--- config.mk ---
export PLATFORM = sky130hd
export DESIGN_NAME = clock_time_set_ctrl_flat
export DESIGN_NICKNAME = d
export VERILOG_FILES = /design/src/rtl/clock_pkg.sv /design/src/rtl/clock_time_set_ctrl_if.sv /design/src/rtl/clock_time_set_ctrl_btn_debounce.sv /design/src/rtl/clock_time_set_ctrl.sv /design/src/flat_wrapper.sv
export SDC_FILE = /design/constraint.sdc
export NUM_CORES = 1
export LEC_CHECK = 0
export CAP_MARGIN = 10
export CORE_ASPECT_RATIO = 1.25
export CORE_MARGIN = 4
export CORE_UTILIZATION = 45
export DETAILED_ROUTE_END_ITERATION = 10
export GPL_TIMING_DRIVEN = 0
export PLACE_DENSITY = 0.75
export SETUP_SLACK_MARGIN = 0.4
export SLEW_MARGIN = 20
export SYNTH_ARGS = -nofsm -noshare
export SYNTH_HDL_FRONTEND = slang
export SYNTH_SLANG_ARGS = --single-unit
--- constraint.sdc ---
create_clock -name clk -period 1.9 [get_ports clk]
set_input_delay 0.19 -clock clk [delete_from_list [all_inputs] [get_ports clk]]
set_output_delay 0.19 -clock clk [all_outputs]
set_load 0.03 [all_outputs]
--- src/rtl/clock_pkg.sv ---
// clock_pkg: shared types and constants for the clock time-set controller.
//   state_e     : edit FSM states
//   HOUR_W/MIN_W/SEC_W : binary widths of the time fields
//   MAX_HOUR/MAX_MIN   : wrap points for the edited fields
//   FSEL_*      : field_sel encodings
package clock_pkg;

  typedef enum logic [1:0] {
    RUN      = 2'd0,
    SET_HOUR = 2'd1,
    SET_MIN  = 2'd2,
    COMMIT   = 2'd3
  } state_e;

  localparam int unsigned HOUR_W = 5;
  localparam int unsigned MIN_W  = 6;
  localparam int unsigned SEC_W  = 6;

  localparam logic [HOUR_W-1:0] MAX_HOUR = 5'd23;
  localparam logic [MIN_W-1:0]  MAX_MIN  = 6'd59;

  localparam logic [1:0] FSEL_NONE = 2'b00;
  localparam logic [1:0] FSEL_HOUR = 2'b01;
  localparam logic [1:0] FSEL_MIN  = 2'b10;

endpackage

--- src/rtl/clock_time_set_ctrl_if.sv ---
// clock_time_set_ctrl_if: link between the time-set controller and the
// hour/minute/second counters.
//   cur_hour/cur_min : running time from the counters
//   set_active       : counters hold while high
//   field_sel        : 00 none, 01 hour, 10 minute
//   load             : one-cycle load strobe for load_hour/load_min/load_sec
// master = controller side, slave = counter side.
interface clock_time_set_ctrl_if import clock_pkg::*; ();

  logic [HOUR_W-1:0] cur_hour;
  logic [MIN_W-1:0]  cur_min;
  logic              set_active;
  logic [1:0]        field_sel;
  logic              load;
  logic [HOUR_W-1:0] load_hour;
  logic [MIN_W-1:0]  load_min;
  logic [SEC_W-1:0]  load_sec;

  modport master (
    input  cur_hour, cur_min,
    output set_active, field_sel, load, load_hour, load_min, load_sec
  );

  modport slave (
    output cur_hour, cur_min,
    input  set_active, field_sel, load, load_hour, load_min, load_sec
  );

endinterface

--- src/rtl/clock_time_set_ctrl_btn_debounce.sv ---
// btn_debounce: 2-FF synchronizer, counting debouncer and press-pulse
// generator for one raw push-button.
//   clk, rst : clock, synchronous active-high reset
//   btn_raw  : raw asynchronous button, high = pressed
//   level    : debounced button level
//   press    : one-cycle pulse on the debounced rising edge (registered)
module btn_debounce #(
  parameter int unsigned DEBOUNCE_CYCLES = 1000000,
  parameter int unsigned CNT_W           = 32
) (
  input  logic clk,
  input  logic rst,
  input  logic btn_raw,
  output logic level,
  output logic press
);

  localparam logic [CNT_W-1:0] CNT_LAST = CNT_W'(DEBOUNCE_CYCLES - 1);

  logic             sync1_q, sync1_d;
  logic             sync2_q, sync2_d;
  logic             deb_q, deb_d;
  logic             deb_prev_q, deb_prev_d;
  logic             press_q, press_d;
  logic [CNT_W-1:0] cnt_q, cnt_d;

  always_comb begin
    sync1_d    = btn_raw;
    sync2_d    = sync1_q;
    deb_d      = deb_q;
    cnt_d      = '0;
    // Count consecutive disagreeing samples; the level flips on the edge
    // that sees the DEBOUNCE_CYCLES-th one, any agreeing sample restarts.
    if (sync2_q != deb_q) begin
      if (cnt_q == CNT_LAST) begin
        deb_d = sync2_q;
      end else begin
        cnt_d = cnt_q + 1'b1;
      end
    end
    deb_prev_d = deb_q;
    press_d    = deb_q & ~deb_prev_q;
  end

  always_ff @(posedge clk) begin
    if (rst) begin
      sync1_q    <= 1'b0;
      sync2_q    <= 1'b0;
      deb_q      <= 1'b0;
      deb_prev_q <= 1'b0;
      press_q    <= 1'b0;
      cnt_q      <= '0;
    end else begin
      sync1_q    <= sync1_d;
      sync2_q    <= sync2_d;
      deb_q      <= deb_d;
      deb_prev_q <= deb_prev_d;
      press_q    <= press_d;
      cnt_q      <= cnt_d;
    end
  end

  assign level = deb_q;
  assign press = press_q;

endmodule

--- src/rtl/clock_time_set_ctrl.sv ---
// clock_time_set_ctrl: two-button hour/minute editor for the digital clock.
//   clk, rst  : clock, synchronous active-high reset
//   btn_mode  : raw mode button (enter edit / next field / commit)
//   btn_inc   : raw increment button, auto-repeats while held
//   bus       : counter link (master): cur_hour/cur_min in; set_active,
//               field_sel, load, load_hour, load_min, load_sec out
module clock_time_set_ctrl import clock_pkg::*; #(
  parameter int unsigned DEBOUNCE_CYCLES = 1000000,
  parameter int unsigned REPEAT_CYCLES   = 50000000,
  parameter int unsigned TIMEOUT_CYCLES  = 500000000,
  parameter int unsigned CNT_W           = 32
) (
  input  logic                  clk,
  input  logic                  rst,
  input  logic                  btn_mode,
  input  logic                  btn_inc,
  clock_time_set_ctrl_if.master bus
);

  localparam logic [CNT_W-1:0] REP_LAST = CNT_W'(REPEAT_CYCLES - 1);
  localparam logic [CNT_W-1:0] TO_LAST  = CNT_W'(TIMEOUT_CYCLES - 1);

  logic mode_level, mode_press;
  logic inc_level, inc_press;
  logic inc_pulse;

  state_e            state_q, state_d;
  logic [HOUR_W-1:0] edit_hour_q, edit_hour_d;
  logic [MIN_W-1:0]  edit_min_q, edit_min_d;
  logic [HOUR_W-1:0] load_hour_q, load_hour_d;
  logic [MIN_W-1:0]  load_min_q, load_min_d;
  logic              set_active_q, set_active_d;
  logic [1:0]        field_sel_q, field_sel_d;
  logic              load_q, load_d;
  logic [CNT_W-1:0]  rep_cnt_q, rep_cnt_d;
  logic              rep_q, rep_d;
  logic [CNT_W-1:0]  idle_q, idle_d;

  btn_debounce #(.DEBOUNCE_CYCLES(DEBOUNCE_CYCLES), .CNT_W(CNT_W)) u_mode_btn (
    .clk(clk), .rst(rst), .btn_raw(btn_mode), .level(mode_level), .press(mode_press)
  );

  btn_debounce #(.DEBOUNCE_CYCLES(DEBOUNCE_CYCLES), .CNT_W(CNT_W)) u_inc_btn (
    .clk(clk), .rst(rst), .btn_raw(btn_inc), .level(inc_level), .press(inc_press)
  );

  assign inc_pulse = inc_press | rep_q;

  always_comb begin
    // Auto-repeat: counter restarts at 1 on the press pulse so the first
    // repeat lands exactly REPEAT_CYCLES after it, then every REPEAT_CYCLES.
    rep_d     = inc_level && (rep_cnt_q == REP_LAST);
    rep_cnt_d = rep_cnt_q + 1'b1;
    if (!inc_level) begin
      rep_cnt_d = '0;
    end else if (inc_press) begin
      rep_cnt_d = CNT_W'(1);
    end else if (rep_cnt_q == REP_LAST) begin
      rep_cnt_d = '0;
    end
  end

  always_comb begin
    state_d     = state_q;
    edit_hour_d = edit_hour_q;
    edit_min_d  = edit_min_q;
    load_hour_d = load_hour_q;
    load_min_d  = load_min_q;
    idle_d      = idle_q + 1'b1;

    // Mode is checked first so a coincident inc pulse is dropped.
    unique case (state_q)
      RUN: begin
        if (mode_press) begin
          state_d     = SET_HOUR;
          edit_hour_d = bus.cur_hour;
          edit_min_d  = bus.cur_min;
        end
      end
      SET_HOUR: begin
        if (mode_press) begin
          state_d = SET_MIN;
        end else if (inc_pulse) begin
          edit_hour_d = (edit_hour_q == MAX_HOUR) ? '0 : edit_hour_q + 1'b1;
        end else if (idle_q == TO_LAST) begin
          state_d = RUN;
        end
      end
      SET_MIN: begin
        if (mode_press) begin
          state_d = COMMIT;
        end else if (inc_pulse) begin
          edit_min_d = (edit_min_q == MAX_MIN) ? '0 : edit_min_q + 1'b1;
        end else if (idle_q == TO_LAST) begin
          state_d = RUN;
        end
      end
      COMMIT: begin
        state_d = RUN;
      end
      default: state_d = RUN;
    endcase

    if (mode_press || inc_pulse || (state_d != state_q) || (state_q == RUN)) begin
      idle_d = '0;
    end

    // Outputs are registered from the next state so they line up with state_q.
    set_active_d = (state_d != RUN);
    load_d       = (state_d == COMMIT);
    field_sel_d  = FSEL_NONE;
    if (state_d == SET_HOUR) field_sel_d = FSEL_HOUR;
    if (state_d == SET_MIN)  field_sel_d = FSEL_MIN;
    if (load_d) begin
      load_hour_d = edit_hour_q;
      load_min_d  = edit_min_q;
    end
  end

  always_ff @(posedge clk) begin
    if (rst) begin
      state_q      <= RUN;
      edit_hour_q  <= '0;
      edit_min_q   <= '0;
      load_hour_q  <= '0;
      load_min_q   <= '0;
      set_active_q <= 1'b0;
      field_sel_q  <= FSEL_NONE;
      load_q       <= 1'b0;
      rep_cnt_q    <= '0;
      rep_q        <= 1'b0;
      idle_q       <= '0;
    end else begin
      state_q      <= state_d;
      edit_hour_q  <= edit_hour_d;
      edit_min_q   <= edit_min_d;
      load_hour_q  <= load_hour_d;
      load_min_q   <= load_min_d;
      set_active_q <= set_active_d;
      field_sel_q  <= field_sel_d;
      load_q       <= load_d;
      rep_cnt_q    <= rep_cnt_d;
      rep_q        <= rep_d;
      idle_q       <= idle_d;
    end
  end

  assign bus.set_active = set_active_q;
  assign bus.field_sel  = field_sel_q;
  assign bus.load       = load_q;
  assign bus.load_hour  = load_hour_q;
  assign bus.load_min   = load_min_q;
  assign bus.load_sec   = '0;

endmodule
--- src/flat_wrapper.sv ---
// flat-port wrapper written by rule: the top's interface ports become plain ports
module clock_time_set_ctrl_flat import clock_pkg::*;
#(
  parameter int unsigned DEBOUNCE_CYCLES = 1000000,
  parameter int unsigned REPEAT_CYCLES   = 50000000,
  parameter int unsigned TIMEOUT_CYCLES  = 500000000,
  parameter int unsigned CNT_W           = 32
)
  (clk, rst, btn_mode, btn_inc, bus_cur_hour, bus_cur_min, bus_set_active, bus_field_sel, bus_load, bus_load_hour, bus_load_min, bus_load_sec);
  clock_time_set_ctrl_if bus_i ();
  input  logic clk;
  input  logic rst;
  input  logic btn_mode;
  input  logic btn_inc;
  input wire logic [$bits(bus_i.cur_hour)-1:0] bus_cur_hour;
  input wire logic [$bits(bus_i.cur_min)-1:0] bus_cur_min;
  output wire logic [$bits(bus_i.set_active)-1:0] bus_set_active;
  output wire logic [$bits(bus_i.field_sel)-1:0] bus_field_sel;
  output wire logic [$bits(bus_i.load)-1:0] bus_load;
  output wire logic [$bits(bus_i.load_hour)-1:0] bus_load_hour;
  output wire logic [$bits(bus_i.load_min)-1:0] bus_load_min;
  output wire logic [$bits(bus_i.load_sec)-1:0] bus_load_sec;
  assign bus_i.cur_hour = bus_cur_hour;
  assign bus_i.cur_min = bus_cur_min;
  assign bus_set_active = bus_i.set_active;
  assign bus_field_sel = bus_i.field_sel;
  assign bus_load = bus_i.load;
  assign bus_load_hour = bus_i.load_hour;
  assign bus_load_min = bus_i.load_min;
  assign bus_load_sec = bus_i.load_sec;
  clock_time_set_ctrl #(.DEBOUNCE_CYCLES(DEBOUNCE_CYCLES), .REPEAT_CYCLES(REPEAT_CYCLES), .TIMEOUT_CYCLES(TIMEOUT_CYCLES), .CNT_W(CNT_W)) u_core (.clk(clk), .rst(rst), .btn_mode(btn_mode), .btn_inc(btn_inc), .bus(bus_i));
endmodule
==> metrics.txt, run 1 <==
status finished clean; synthesized area roughly 7600 sq um; CTS max path bufs 2; initial drt markers 370; crit path time final between 1.5 and 2 ns; largest family of logic cells by synthesized area simple AND/OR/NAND/NOR gates; Slew @ Worst Pin between 0.4 and 0.5 ns; Peak VDD IR roughly 0.00066 V; PortBufs 29; I/O pins 36; Detailed Place HPWL 10,640 um; aggregate global routing overflow 0; final hold violations 0; Static Leak approximately 3.6 nW; post-synthesis xor/xnor area fraction a little over an eighth; final core occ 63.27%; Die Ht ~150 um; Reg2Reg Setup Slack 0.05 ns; placed cell count roughly 1.1k; Core Area about 16,000 sq um; total track usage approximately 20%; largest cells by area after synthesis dfxtp_1, nor2_1, xor2_1; Placer Congestion around 0.82; Synth Area in Adders less than 1%; Post-Synth Simple-Gate Area 31.93%; CTS Root Buffer Type clkbuf_16; Vias/cell ~5.4; relative slew slack between 60 and 70%; Site Rows 52; Worst-path clk slew 0.06 ns; 1st-pass router iterations 5; Setup Crit Path Kind reg2reg; via count 6,687; Synth async-reset ratio 0%; CP Capture Type register; Final Skew approximately 0.0088 ns; sequential area share after synthesis 44.23%; leading area contributor after synthesis dfxtp_1; Final Max Slew Viols 0; met1 Use GR 22.62%; Worst-Skew Late Latency 0.43 ns; syn avg cell area 8.648 sq um; clock sink count ~170; Worst Path Required ~2.2 ns; post-synthesis compound-gate area fraction 4.652%; die area between 15,000 and 20,000 sq um; Final Instance Count excl. Fillers about 1.2k; # hold bufs at CTS 0; startpoint class of the critical path register; Max-cap violations 0; met3 usage 4.251%; initial antenna violation count 0; RSZ-0062 raised after global routing true; Diodes inserted 0; Top FF cell, synth dfxtp_1; Avg WL per Cell 15.36 um; Distinct cells, synth 57; first-pass GRT wire length 30,310 um; Initial Util a little under half; Max Clk Rate 539.7 MHz; crit path DAT around 2.2 ns; cell with the most instances after synthesis dfxtp_1; CTS Buf Count 17; CTS tree built; Max FO, Critical Path 5; synth cell count leaders dfxtp_1, nor2_1, xor2_1; Cells after Synth between 800 and 900; top-area cell type share of the netlist area 44.23%; met2 Track Usage GR a little over a third; vias in the first global route between 6k and 7k; Hold Crit Class reg2reg; synthesis-to-finish area growth 36.70%; mux cell area share after synthesis less than 1%; DIE WIDTH about 120 um; Post-route DRC 0; DRT antenna net count 0; H-tree depth reported by CTS 4; Setup violations, final 0; largest net degree at the start of global routing 17; GRT busiest layer met2; cell area power density between 700 and 800 nW/um^2; EDFF count, synth 0; Yosys reg bits about 170; yosys warns 0; Layout Nets roughly 1.0k; layout cell share with drive strength beyond 1 between 30% and 40%; final WL about 19,000 um; Final period util a little over nine tenths
power breakdown:
part	switching [mW]	leakage, nW	internal (mW)
clock	1.41	0.296	2.23
combinational	0.0728	1.97	0.0780
sequential	0.00300	1.38	3.49
registers in the layout (all words and copies together), names as in the netlist, 2 cells and up:
register and flops:
u_core.u_mode_btn.cnt_q 32, u_core.bus.load_hour 5, u_core.bus.load_min 6, u_core.edit_hour_q 5, u_core.bus.field_sel 2, u_core.state_q 2
u_core.u_inc_btn.cnt_q 32, u_core.rep_cnt_q 32, u_core.idle_q 32, u_core.edit_min_q 6
cell type report:
type / instances / area (sq um)
flip-flops and latches: 167 / 3446
fillers: 1249 / 5998
well taps: 216 / 270.3
multi-input cells: 654 / 4536
inverters: 17 / 63.81
clock buffers: 20 / 446.7
repair buffers: 100 / 991.0
plain buffers: 41 / 404.1
clock inverters: 12 / 175.2
metal layers:
metal | up-vias | part of all wire (%)
met1 | 3260 | 41
met3 | 41 | 3.1
li1 | 3261 | -
met2 | 125 | 54
met5 | - | 0
met4 | 0 | 1.8
metrics by stage:
step           worst slack [ns]  TNS [ns]  total power, mW  hold slack [ns]  instance area [sq um]
4_1_cts                 0.09568         0            7.325           0.3844                  10010
3_3_place_gp            -0.1076   -0.9568            3.700           0.3702                   8377
6_report                0.04703         0            7.285           0.3847                  10330
3_5_place_dp            -0.1224    -1.245            3.701           0.3757                   8377
2_1_floorplan            0.2039         0            3.652           0.2691                   7816
5_1_grt                -0.05458  -0.07319            7.471           0.3973                  10330
cell families (layout without fill, tap and decap cells):
group / Yosys count / after routing
xor+xnor: 117 / 117
buf+inv: 58 / 190
simple gates: 461 / 461
fa+ha+maj: 6 / 6
flops: 167 / 167
other cells: 1 / 6
compound gates: 57 / 57
mux: 7 / 7
path summary, 6_finish.rpt:
path,startpoint,end,cells past startpoint
min,u_core.u_inc_btn.deb_prev_q$_SDFF_PP0_,u_core.u_inc_btn.press$_SDFF_PP0_,1
min reg2reg,u_core.u_inc_btn.deb_prev_q$_SDFF_PP0_,u_core.u_inc_btn.press$_SDFF_PP0_,1
max reg2reg,u_core.rep_cnt_q[29]$_SDFF_PP0_,u_core.rep_cnt_q[6]$_SDFF_PP0_,7
max,u_core.rep_cnt_q[29]$_SDFF_PP0_,u_core.rep_cnt_q[6]$_SDFF_PP0_,7
placed cells by master (no fill, tap or decap), types with 18 or more instances in the layout:
cell / count
dfxtp_2: 52
nand4_1: 45
nand3_1: 51
nor2_1: 117
nand2_1: 56
dfxtp_1: 105
a21oi_1: 18
buf_4: 64
nor2_2: 42
xnor2_1: 55
xor2_1: 62
worst max-delay path, cell delays in order, from the launching register on:
cell     delay, ns
dfxtp_4       0.36
nor4b_4       0.26
nand2_1       0.10
or4_4         0.61
nand2_8       0.11
buf_12        0.12
buf_8         0.12
nor2_1        0.05
repair_timing:
item                                   4_1_cts  5_1_grt
endpoints found under the hold margin        0        0
setup endpoints to repair                  172      157
gates resized for setup                    152       93
gates cloned                                10        0
buffers inserted                            52        9
pin swaps                                   43       24
Power figures use the tool's default switching activity.
==> run 2: changes to the inputs <==
GPL_ROUTABILITY_DRIVEN = 0   (was default)
==> results of run 2 <==
No change in the layout: final DEF, timing and power equal those of run 1.
==> run 3: changes to the inputs <==
SKIP_LAST_GASP = 1   (was default)
==> results of run 3 <==
No change in the layout: final DEF, timing and power equal those of run 1.
